**src/rtl/gray_count_tx_pkg.sv**
```systemverilog
// gray_count_tx_pkg: shared types and helpers for the Gray count producer.
//   state_t  - publish FSM states (IDLE: hold timer is 0, HOLD: timer running)
//   timer_w  - hold timer width: clog2(HOLD_CYCLES), at least 1 bit
//   bin2gray - binary to reflected Gray conversion, MAX_BITS wide; callers
//              zero-extend the input and truncate the result to their width
package gray_count_tx_pkg;

  localparam int MAX_BITS = 64;

  typedef enum logic {
    IDLE = 1'b0,
    HOLD = 1'b1
  } state_t;

  // The timer only ever holds HOLD_CYCLES-1, so clog2(HOLD_CYCLES) bits suffice.
  function automatic int timer_w(input int hold);
    return (hold > 1) ? $clog2(hold) : 1;
  endfunction

  function automatic logic [MAX_BITS-1:0] bin2gray(input logic [MAX_BITS-1:0] b);
    return b ^ (b >> 1);
  endfunction

endpackage

```
**src/rtl/gray_count_tx_if.sv**
```systemverilog
// gray_count_tx_if: increment handshake and published count bundle.
//   inc_valid/inc_ready  - increment request handshake
//   count_bin/count_gray - published count, binary and Gray
//   pending, busy        - accepted-but-unpublished increments, activity flag
//   gray_err             - sticky Gray-step checker flag
// Modports: slave = the producer block, master = the requester/observer.
interface gray_count_tx_if #(
  parameter int BITS      = 32,
  parameter int PEND_BITS = 8
) ();
  logic                 inc_valid;
  logic                 inc_ready;
  logic [BITS-1:0]      count_bin;
  logic [BITS-1:0]      count_gray;
  logic [PEND_BITS-1:0] pending;
  logic                 busy;
  logic                 gray_err;

  modport slave (
    input  inc_valid,
    output inc_ready, count_bin, count_gray, pending, busy, gray_err
  );

  modport master (
    output inc_valid,
    input  inc_ready, count_bin, count_gray, pending, busy, gray_err
  );
endinterface

```
**src/rtl/gray_count_tx_gray_step_check.sv**
```systemverilog
// gray_step_check: sticky checker for the published Gray count.
//   clk, rst_n - block clock, synchronous active-low reset
//   count_bin  - registered binary count
//   count_gray - Gray count as seen on the output bus
//   gray_err   - sets one cycle after a multi-bit Gray step or a Gray value
//                that does not encode count_bin; held until reset
// Only instantiated when GRAY_COUNT_TX_CHECK_EN is defined.
module gray_step_check
  import gray_count_tx_pkg::*;
#(
  parameter int BITS = 32
) (
  input  logic            clk,
  input  logic            rst_n,
  input  logic [BITS-1:0] count_bin,
  input  logic [BITS-1:0] count_gray,
  output logic            gray_err
);

  logic [BITS-1:0] prev_q, diff;
  logic            multi, enc_bad, err_q;

  // x & (x-1) clears the lowest set bit; nonzero means more than one bit moved.
  assign diff    = prev_q ^ count_gray;
  assign multi   = (diff & (diff - 1'b1)) != '0;
  assign enc_bad = count_gray != BITS'(bin2gray(MAX_BITS'(count_bin)));

  always_ff @(posedge clk) begin
    if (!rst_n) begin
      prev_q <= '0;
      err_q  <= 1'b0;
    end else begin
      prev_q <= count_gray;
      err_q  <= err_q | multi | enc_bad;
    end
  end

  assign gray_err = err_q;

endmodule

```
**src/rtl/gray_count_tx.sv**
```systemverilog
// gray_count_tx: Gray-coded count producer for a slower sampling domain.
//   clk, rst_n - block clock, synchronous active-low reset
//   bus        - gray_count_tx_if.slave: inc_valid/inc_ready handshake,
//                count_bin, count_gray, pending, busy, gray_err
// Increments are buffered in a pending counter and published one at a time,
// at most once every HOLD_CYCLES edges, so the destination never sees more
// than one Gray bit change between its samples.
// Optional: define GRAY_COUNT_TX_CHECK_EN to add the Gray-step checker;
// otherwise gray_err is tied low.
module gray_count_tx
  import gray_count_tx_pkg::*;
#(
  parameter int BITS        = 32,
  parameter int HOLD_CYCLES = 2,
  parameter int PEND_BITS   = 8
) (
  input logic              clk,
  input logic              rst_n,
  gray_count_tx_if.slave   bus
);

  localparam int                   TW        = timer_w(HOLD_CYCLES);
  localparam logic [TW-1:0]        HOLD_LOAD = TW'(HOLD_CYCLES - 1);
  localparam logic [PEND_BITS-1:0] PEND_CAP  = '1;

  state_t               state_q, state_d;
  logic [TW-1:0]        timer_q;
  logic [BITS-1:0]      bin_q, gray_q, bin_nxt;
  logic [PEND_BITS-1:0] pend_q;
  logic                 ready, publish, busy, accept, err;

  // State register
  always_ff @(posedge clk) begin
    if (!rst_n) state_q <= IDLE;
    else        state_q <= state_d;
  end

  // Next state: with HOLD_CYCLES==1 the timer loads 0 and HOLD is never used.
  always_comb begin
    state_d = state_q;
    case (state_q)
      IDLE:    if (pend_q != '0 && HOLD_CYCLES > 1) state_d = HOLD;
      HOLD:    if (timer_q == TW'(1)) state_d = IDLE;
      default: state_d = IDLE;
    endcase
  end

  // Outputs: all from registers, no path from inc_valid to inc_ready.
  always_comb begin
    ready   = (pend_q != PEND_CAP);
    publish = (state_q == IDLE) && (pend_q != '0);
    busy    = (pend_q != '0) || (timer_q != '0);
  end

  assign accept  = bus.inc_valid && ready;
  assign bin_nxt = bin_q + 1'b1;

  always_ff @(posedge clk) begin
    if (!rst_n) begin
      bin_q   <= '0;
      gray_q  <= '0;
      timer_q <= '0;
      pend_q  <= '0;
    end else begin
      if (publish) begin
        bin_q   <= bin_nxt;
        gray_q  <= BITS'(bin2gray(MAX_BITS'(bin_nxt)));
        timer_q <= HOLD_LOAD;
      end else if (timer_q != '0) begin
        timer_q <= timer_q - 1'b1;
      end
      // Accept and publish on the same edge cancel out.
      case ({accept, publish})
        2'b10:   pend_q <= pend_q + 1'b1;
        2'b01:   pend_q <= pend_q - 1'b1;
        default: pend_q <= pend_q;
      endcase
    end
  end

  assign bus.inc_ready  = ready;
  assign bus.count_bin  = bin_q;
  assign bus.count_gray = gray_q;
  assign bus.pending    = pend_q;
  assign bus.busy       = busy;
  assign bus.gray_err   = err;

  // The checker watches the bus copy of count_gray so it sees exactly what
  // the synchroniser sees.
`ifdef GRAY_COUNT_TX_CHECK_EN
  gray_step_check #(.BITS(BITS)) u_chk (
    .clk        (clk),
    .rst_n      (rst_n),
    .count_bin  (bin_q),
    .count_gray (bus.count_gray),
    .gray_err   (err)
  );
`else
  assign err = 1'b0;
`endif

endmodule

```
**src/flat_wrapper.sv**
```systemverilog
// flat-port wrapper written by rule: the top's interface ports become plain ports
module gray_count_tx_flat import gray_count_tx_pkg::*;
#(
  parameter int BITS        = 32,
  parameter int HOLD_CYCLES = 2,
  parameter int PEND_BITS   = 8
)
  (clk, rst_n, bus_inc_valid, bus_inc_ready, bus_count_bin, bus_count_gray, bus_pending, bus_busy, bus_gray_err);
  gray_count_tx_if #(.BITS(BITS), .PEND_BITS(PEND_BITS)) bus_i ();
  input logic clk;
  input logic rst_n;
  input wire logic [$bits(bus_i.inc_valid)-1:0] bus_inc_valid;
  output wire logic [$bits(bus_i.inc_ready)-1:0] bus_inc_ready;
  output wire logic [$bits(bus_i.count_bin)-1:0] bus_count_bin;
  output wire logic [$bits(bus_i.count_gray)-1:0] bus_count_gray;
  output wire logic [$bits(bus_i.pending)-1:0] bus_pending;
  output wire logic [$bits(bus_i.busy)-1:0] bus_busy;
  output wire logic [$bits(bus_i.gray_err)-1:0] bus_gray_err;
  assign bus_i.inc_valid = bus_inc_valid;
  assign bus_inc_ready = bus_i.inc_ready;
  assign bus_count_bin = bus_i.count_bin;
  assign bus_count_gray = bus_i.count_gray;
  assign bus_pending = bus_i.pending;
  assign bus_busy = bus_i.busy;
  assign bus_gray_err = bus_i.gray_err;
  gray_count_tx #(.BITS(BITS), .HOLD_CYCLES(HOLD_CYCLES), .PEND_BITS(PEND_BITS)) u_core (.clk(clk), .rst_n(rst_n), .bus(bus_i));
endmodule
```
**config.mk**
```make
export PLATFORM = sky130hd
export DESIGN_NAME = gray_count_tx_flat
export DESIGN_NICKNAME = d
export VERILOG_FILES = /design/src/rtl/gray_count_tx_pkg.sv /design/src/rtl/gray_count_tx_if.sv /design/src/rtl/gray_count_tx_gray_step_check.sv /design/src/rtl/gray_count_tx.sv /design/src/flat_wrapper.sv
export SDC_FILE = /design/constraint.sdc
export NUM_CORES = 1
export LEC_CHECK = 0
export CAP_MARGIN = 20
export CORE_UTILIZATION = 35
export DETAILED_ROUTE_END_ITERATION = 8
export PLACE_DENSITY = 0.6
export SLEW_MARGIN = 20
export SYNTH_ARGS = -nofsm -noshare
export SYNTH_HDL_FRONTEND = slang
export SYNTH_SLANG_ARGS = --single-unit
```
**constraint.sdc**
```tcl
create_clock -name clk -period 3.46 [get_ports clk]
set_input_delay 0.346 -clock clk [delete_from_list [all_inputs] [get_ports clk]]
set_output_delay 0.346 -clock clk [all_outputs]
set_load 0.05 [all_outputs]
```
# == Yosys cells after proc, flatten, opt, wreduce, memory -nomap -nowiden ==
# Index checks and enable logic that the tools add are counted.
# totals
out_inout_bits,75
wordCells,25
ff_bits,74
inputBits,3
# op_classes
n_addsub,4
n_reduce_logical,5
n_mux,6
bitwise_logic,2
n_eq_ne,3
# ops
op,n
adder 32 x 1 -> 32 bit (second input constant),1
bitwise XOR 32 x 31 -> 32 bit,1
case mux 8 bit (2 select lines),1
adder 8 x 1 -> 8 bit (second input constant),1
inequality test 8 bit (second input constant),1
nonzero test 8 bit,1
subtractor 8 x 1 -> 8 bit (second input constant),1
2-to-1 mux 1 bit,4
== test 2 x 1 -> 1 bit (second input constant),1
== test 2 bit (second input constant),1
logical AND 1 bit,2
case mux 1 bit (2 select lines),1
nonzero test 2 bit,1
logical OR 1 bit,1
inverter 1 bit,1
subtractor 1 bit (second input constant),1

# == Depth between registers and ports, before layout ==
# logic_depth
ltp_word,4
ltp_mapped,15
mapped_depth_nobuf,12

# == Worst setup path before layout ==
# No wires, ideal clock.
# synth_path
path_type,register -> register
start,register u_core.pend_q[0] (netlist: u_core.bus.pending[0])
end,register u_core.pend_q[7] (netlist: u_core.bus.pending[7])
path_stages_with_launch,15
arrival_time_ps,3538
synth_period_minus_slack_ps,3608
t_required_ps,3390
path_slack_ps,-148
setup_time_ps,70
n_path_buf,3
path_cell_list,dfxtp_1 nor4_1 a21o_1 inv_1 clkbuf_1 buf_6 clkbuf_1 ha_1 ha_1 a21oi_1 o221ai_1 o41ai_1 xnor2_1 or3_1 a21oi_1
# synth_via
elab_chain_cells,4
# synth_lines
item,line_no,text
from (decl),gray_count_tx.sv:29,logic [PEND_BITS-1:0] pend_q;
from (signal assigned),gray_count_tx.sv:74,2'b10: pend_q <= pend_q + 1'b1;
from (signal assigned),gray_count_tx.sv:75,2'b01: pend_q <= pend_q - 1'b1;
from (signal assigned),gray_count_tx.sv:76,default: pend_q <= pend_q;
nonzero test 8 bit (*),gray_count_tx.sv:51,publish = (state_q == IDLE) && (pend_q != '0);
logical AND 1 bit (*),gray_count_tx.sv:51,
named net u_core.publish,gray_count_tx.sv:30,"logic ready, publish, busy, accept, err;"
== test 2 x 1 -> 1 bit / == test 2 bit (equally long branches),gray_count_tx.sv:73,"case ({accept, publish})"
case mux 8 bit (2 select lines) / nonzero test 2 bit (equally long branches),--,
# Mark *: on every way through the listed nets, which the timed path passes. The rest lies on a longest branch.
# A chain may end at the register's enable or synchronous reset.

# == Worst setup path after layout ==
# layout_path
start,register u_core.pend_q[0] (netlist: u_core.bus.pending[0])
end,register u_core.pend_q[7] (netlist: u_core.bus.pending[7])
# layout_via
elab_chain_cells,4
# layout_lines
item
"parallel branches: the longest is 4 deep, another holds subtractor 8 x 1 -> 8 bit"
# Parallel ways; which one is timed is not known.

==> results.txt <==
Max IR drop VDD - 566 µV
Area Overhead vs Synth - 25.2%
fraction of layout cells with a size suffix above 1 - 0.0792
gpl congestion - 0.928
max-slew violation count - 0
row count - 39
clock power share - 0.222
CP bufs+invs - 1
Sink Count - 73
WL/cell - 14.7 µm
largest net degree at the start of global routing - 74
main flop type after synthesis - dfxtp_1
worst hold path type - flop to flop
final routed DRC violation total - 4
total power - 3950 µW
Max Cap Viol - 0
WHS Endpoint - u_core.bus.count_gray[2]$_SDFFE_PN0P_
violated checks - design-rule violations
Sw Ratio - 0.454
asr flop ratio synth - 0
IO Port Bufs - 76
vias per cell - 5.17
Synth Register Bits - 73
crit-path max FO - 7
Clock H-tree levels - 3
GRT Max-Usage Layer - met2
fmax - 0.321 GHz
cells after synthesis - 520
WP data required - 3.70 ns
vias in the first global route - 3,665
Worst-Skew Late Latency - 0.34 ns
first-pass GRT wire length - 18.0 mm
share of the yosys chip area belonging to registers - 0.344
post-route antenna net violation count - 0
CTS tree - done
max incr delay on CP - 0.43 ns
dominant cells by area after synthesis - dfxtp_1, xnor2_1, nor2_1
Antenna Cells - 0
Pwr Density - 744 nW/µm²
antenna violations before repair - 0
sequential power share - 0.283
final setup fails - 0
# fillers - 1,161
Setup WS pre-CTS - 0.404 ns
reg2reg path depth - 11
clk buf depth - 2
Synth area leader - dfxtp_1
Min-Delay Path Depth - 2
Final Util - 0.457
startpoint type of the worst setup path - flop
cell count after placement - 708
Detailed Place HPWL - 7.30 mm
syn nets - 532
grt ovf - 0
Vias - 3,743
internal power - 2160 µW
global-route usage over all layers - 0.178
setup bufs post-CTS - 0
GR Util met3 - 0.0324
Leak - 0.00180 µW
Synth warnings - 0
die height - 112 µm
switching power - 1790 µW
met1 GRT Util - 0.233
Reg2Reg Launch Point - u_core.bus.pending[0]$_SDFFE_PN0P_
crit path DAT - 3.36 ns
CTS clk-pin slew, worst paths - 0.06 ns
Top delay family on crit path - compound AO/OA/AOI/OAI gates
Slew headroom - 0.517
Distinct cells, synth - 55
outcome - finished, violations left
Total Wirelength - 10.6 mm
EDFF count, synth - 0
Hold Vio Cnt, Final - 0
most frequent cells in the layout - clkdlybuf4s50_1, dfxtp_1, xnor2_1
Initial Util - 0.365
Final period util - 0.900
post-layout minimum cycle time - 3.11 ns
hold buffer count at cts - 0
DR pass1 iterations - 6
unrepaired setup endpoints after global routing - no
Worst Tran Pin Value - 0.720 ns
PostCTS Resize Cnt - 0
critical path, cell by cell - nor4_1, a21o_1, inv_2, ha_1, ha_1, a21oi_1, o221ai_1, o41ai_1, xnor2_1, or3_1, a21oi_1
clk root buf - clkbuf_16
Worst R2R Setup Slack - 0.35 ns
fin worst setup slack - 0.346 ns
Synth top area share - 0.344
Avg Inst Size Synth - 8.16 µm²
Post-Syn Area - 4240 µm²
critical path class - flop to flop
Final Non-Filler Cells - 724
Slowest-stage cell, CP - o41ai_1
post-route clock skew - 0.00486 ns
CTS buffer count - 9
setup TNS - 0 ns
Ports - 78
die area - 12,600 µm²
Gate power share - 0.495
Starting DRT DRC Count - 203
met2 usage - 0.288
R2R Path End - u_core.bus.pending[7]$_SDFFE_PN0P_
total core area - 11,600 µm²
commonest non-fill, non-tap cell in the layout - clkdlybuf4s50_1
layout net count - 588
chip width - 112 µm
Worst Hold Launch - u_core.bus.count_gray[2]$_SDFFE_PN0P_
CP Capture Type - flop
## worst max path at each step
stage | startpoint | end | cells past startpoint
after global placement | u_core.bus.pending[3]$_SDFFE_PN0P_ | u_core.bus.pending[7]$_SDFFE_PN0P_ | 11
after detailed placement | u_core.bus.pending[3]$_SDFFE_PN0P_ | u_core.bus.pending[7]$_SDFFE_PN0P_ | 11
final | u_core.bus.pending[0]$_SDFFE_PN0P_ | u_core.bus.pending[7]$_SDFFE_PN0P_ | 11
after CTS | u_core.bus.pending[3]$_SDFFE_PN0P_ | u_core.bus.pending[7]$_SDFFE_PN0P_ | 11
after floorplan | u_core.bus.pending[0]$_SDFFE_PN0P_ | u_core.bus.pending[7]$_SDFFE_PN0P_ | 14
after global routing | u_core.bus.pending[3]$_SDFFE_PN0P_ | u_core.bus.pending[7]$_SDFFE_PN0P_ | 11
## registers in the layout, indices dropped and copies added, names as in the netlist
signal / flops
u_core.state_q: 1
u_core.bus.count_bin: 31
u_core.timer_q: 1
u_core.bus.pending: 8
u_core.bus.count_gray: 32
## worst min-delay path, cell delays in order, from the launching register on
cell and delay, ns:
dfxtp_1 0.31, nand2_1 0.05, a21oi_1 0.05
## layer usage
layer	part of all wire	wire, µm	up-vias
li1	-	-	1902
met1	0.48	5080	1745
met2	0.46	4930	80
met3	0.038	407	16
met4	0.019	200	0
met5	0	0	-
## power groups by stage
stage	Clock, µW	Sequential, µW	Combinational [µW]
after CTS	899	1120	1970
after detailed placement	0	1140	1960
after floorplan	0	1590	1040
after global routing	932	1140	2120
final	878	1120	1950
after global placement	0	1130	1920
## layout make-up
class                   instances  area (µm²)  share of cell area
multi-input cells             394        2510               0.472
flip-flops and latches         73        1470               0.277
repair buffers                 86         836               0.157
clock buffers                  13         260              0.0490
well taps                     143         179              0.0337
inverters                      12        45.0             0.00848
clock inverters                 3        15.0             0.00283
## Yosys cell counts (3+ instances only)
master and count:
a211oi_1 6, a21oi_1 38, a31oi_1 6, and2_1 9, and3_1 5, and4_1 5
buf_2 4, buf_4 10, buf_6 4, clkbuf_1 22, dfxtp_1 73, ha_1 8
inv_1 11, nand2_1 38, nand3_1 18, nand4_1 19, nor2_1 58, nor2b_1 3
nor3_1 13, nor4_1 5, o21ai_0 34, or3_1 4, xnor2_1 64, xor2_1 24
## cells by family after synthesis
kind of cell | count (synthesis) | synth area share
fa+ha+maj | 9 | 0.0283
buf+inv | 53 | 0.0649
xor+xnor | 88 | 0.182
other cells | 1 | 0.000884
simple gates | 197 | 0.247
compound gates | 98 | 0.131
flops | 73 | 0.344
mux | 1 | 0.00236
## per-stage QoR
step,hold WS (ns),instance area (µm²)
after detailed placement,0.448,5040
after global placement,0.449,5040
final,0.449,5310
after floorplan,0.450,4250
after CTS,0.454,5310
after global routing,0.463,5310
Power figures use the tool's default switching activity.
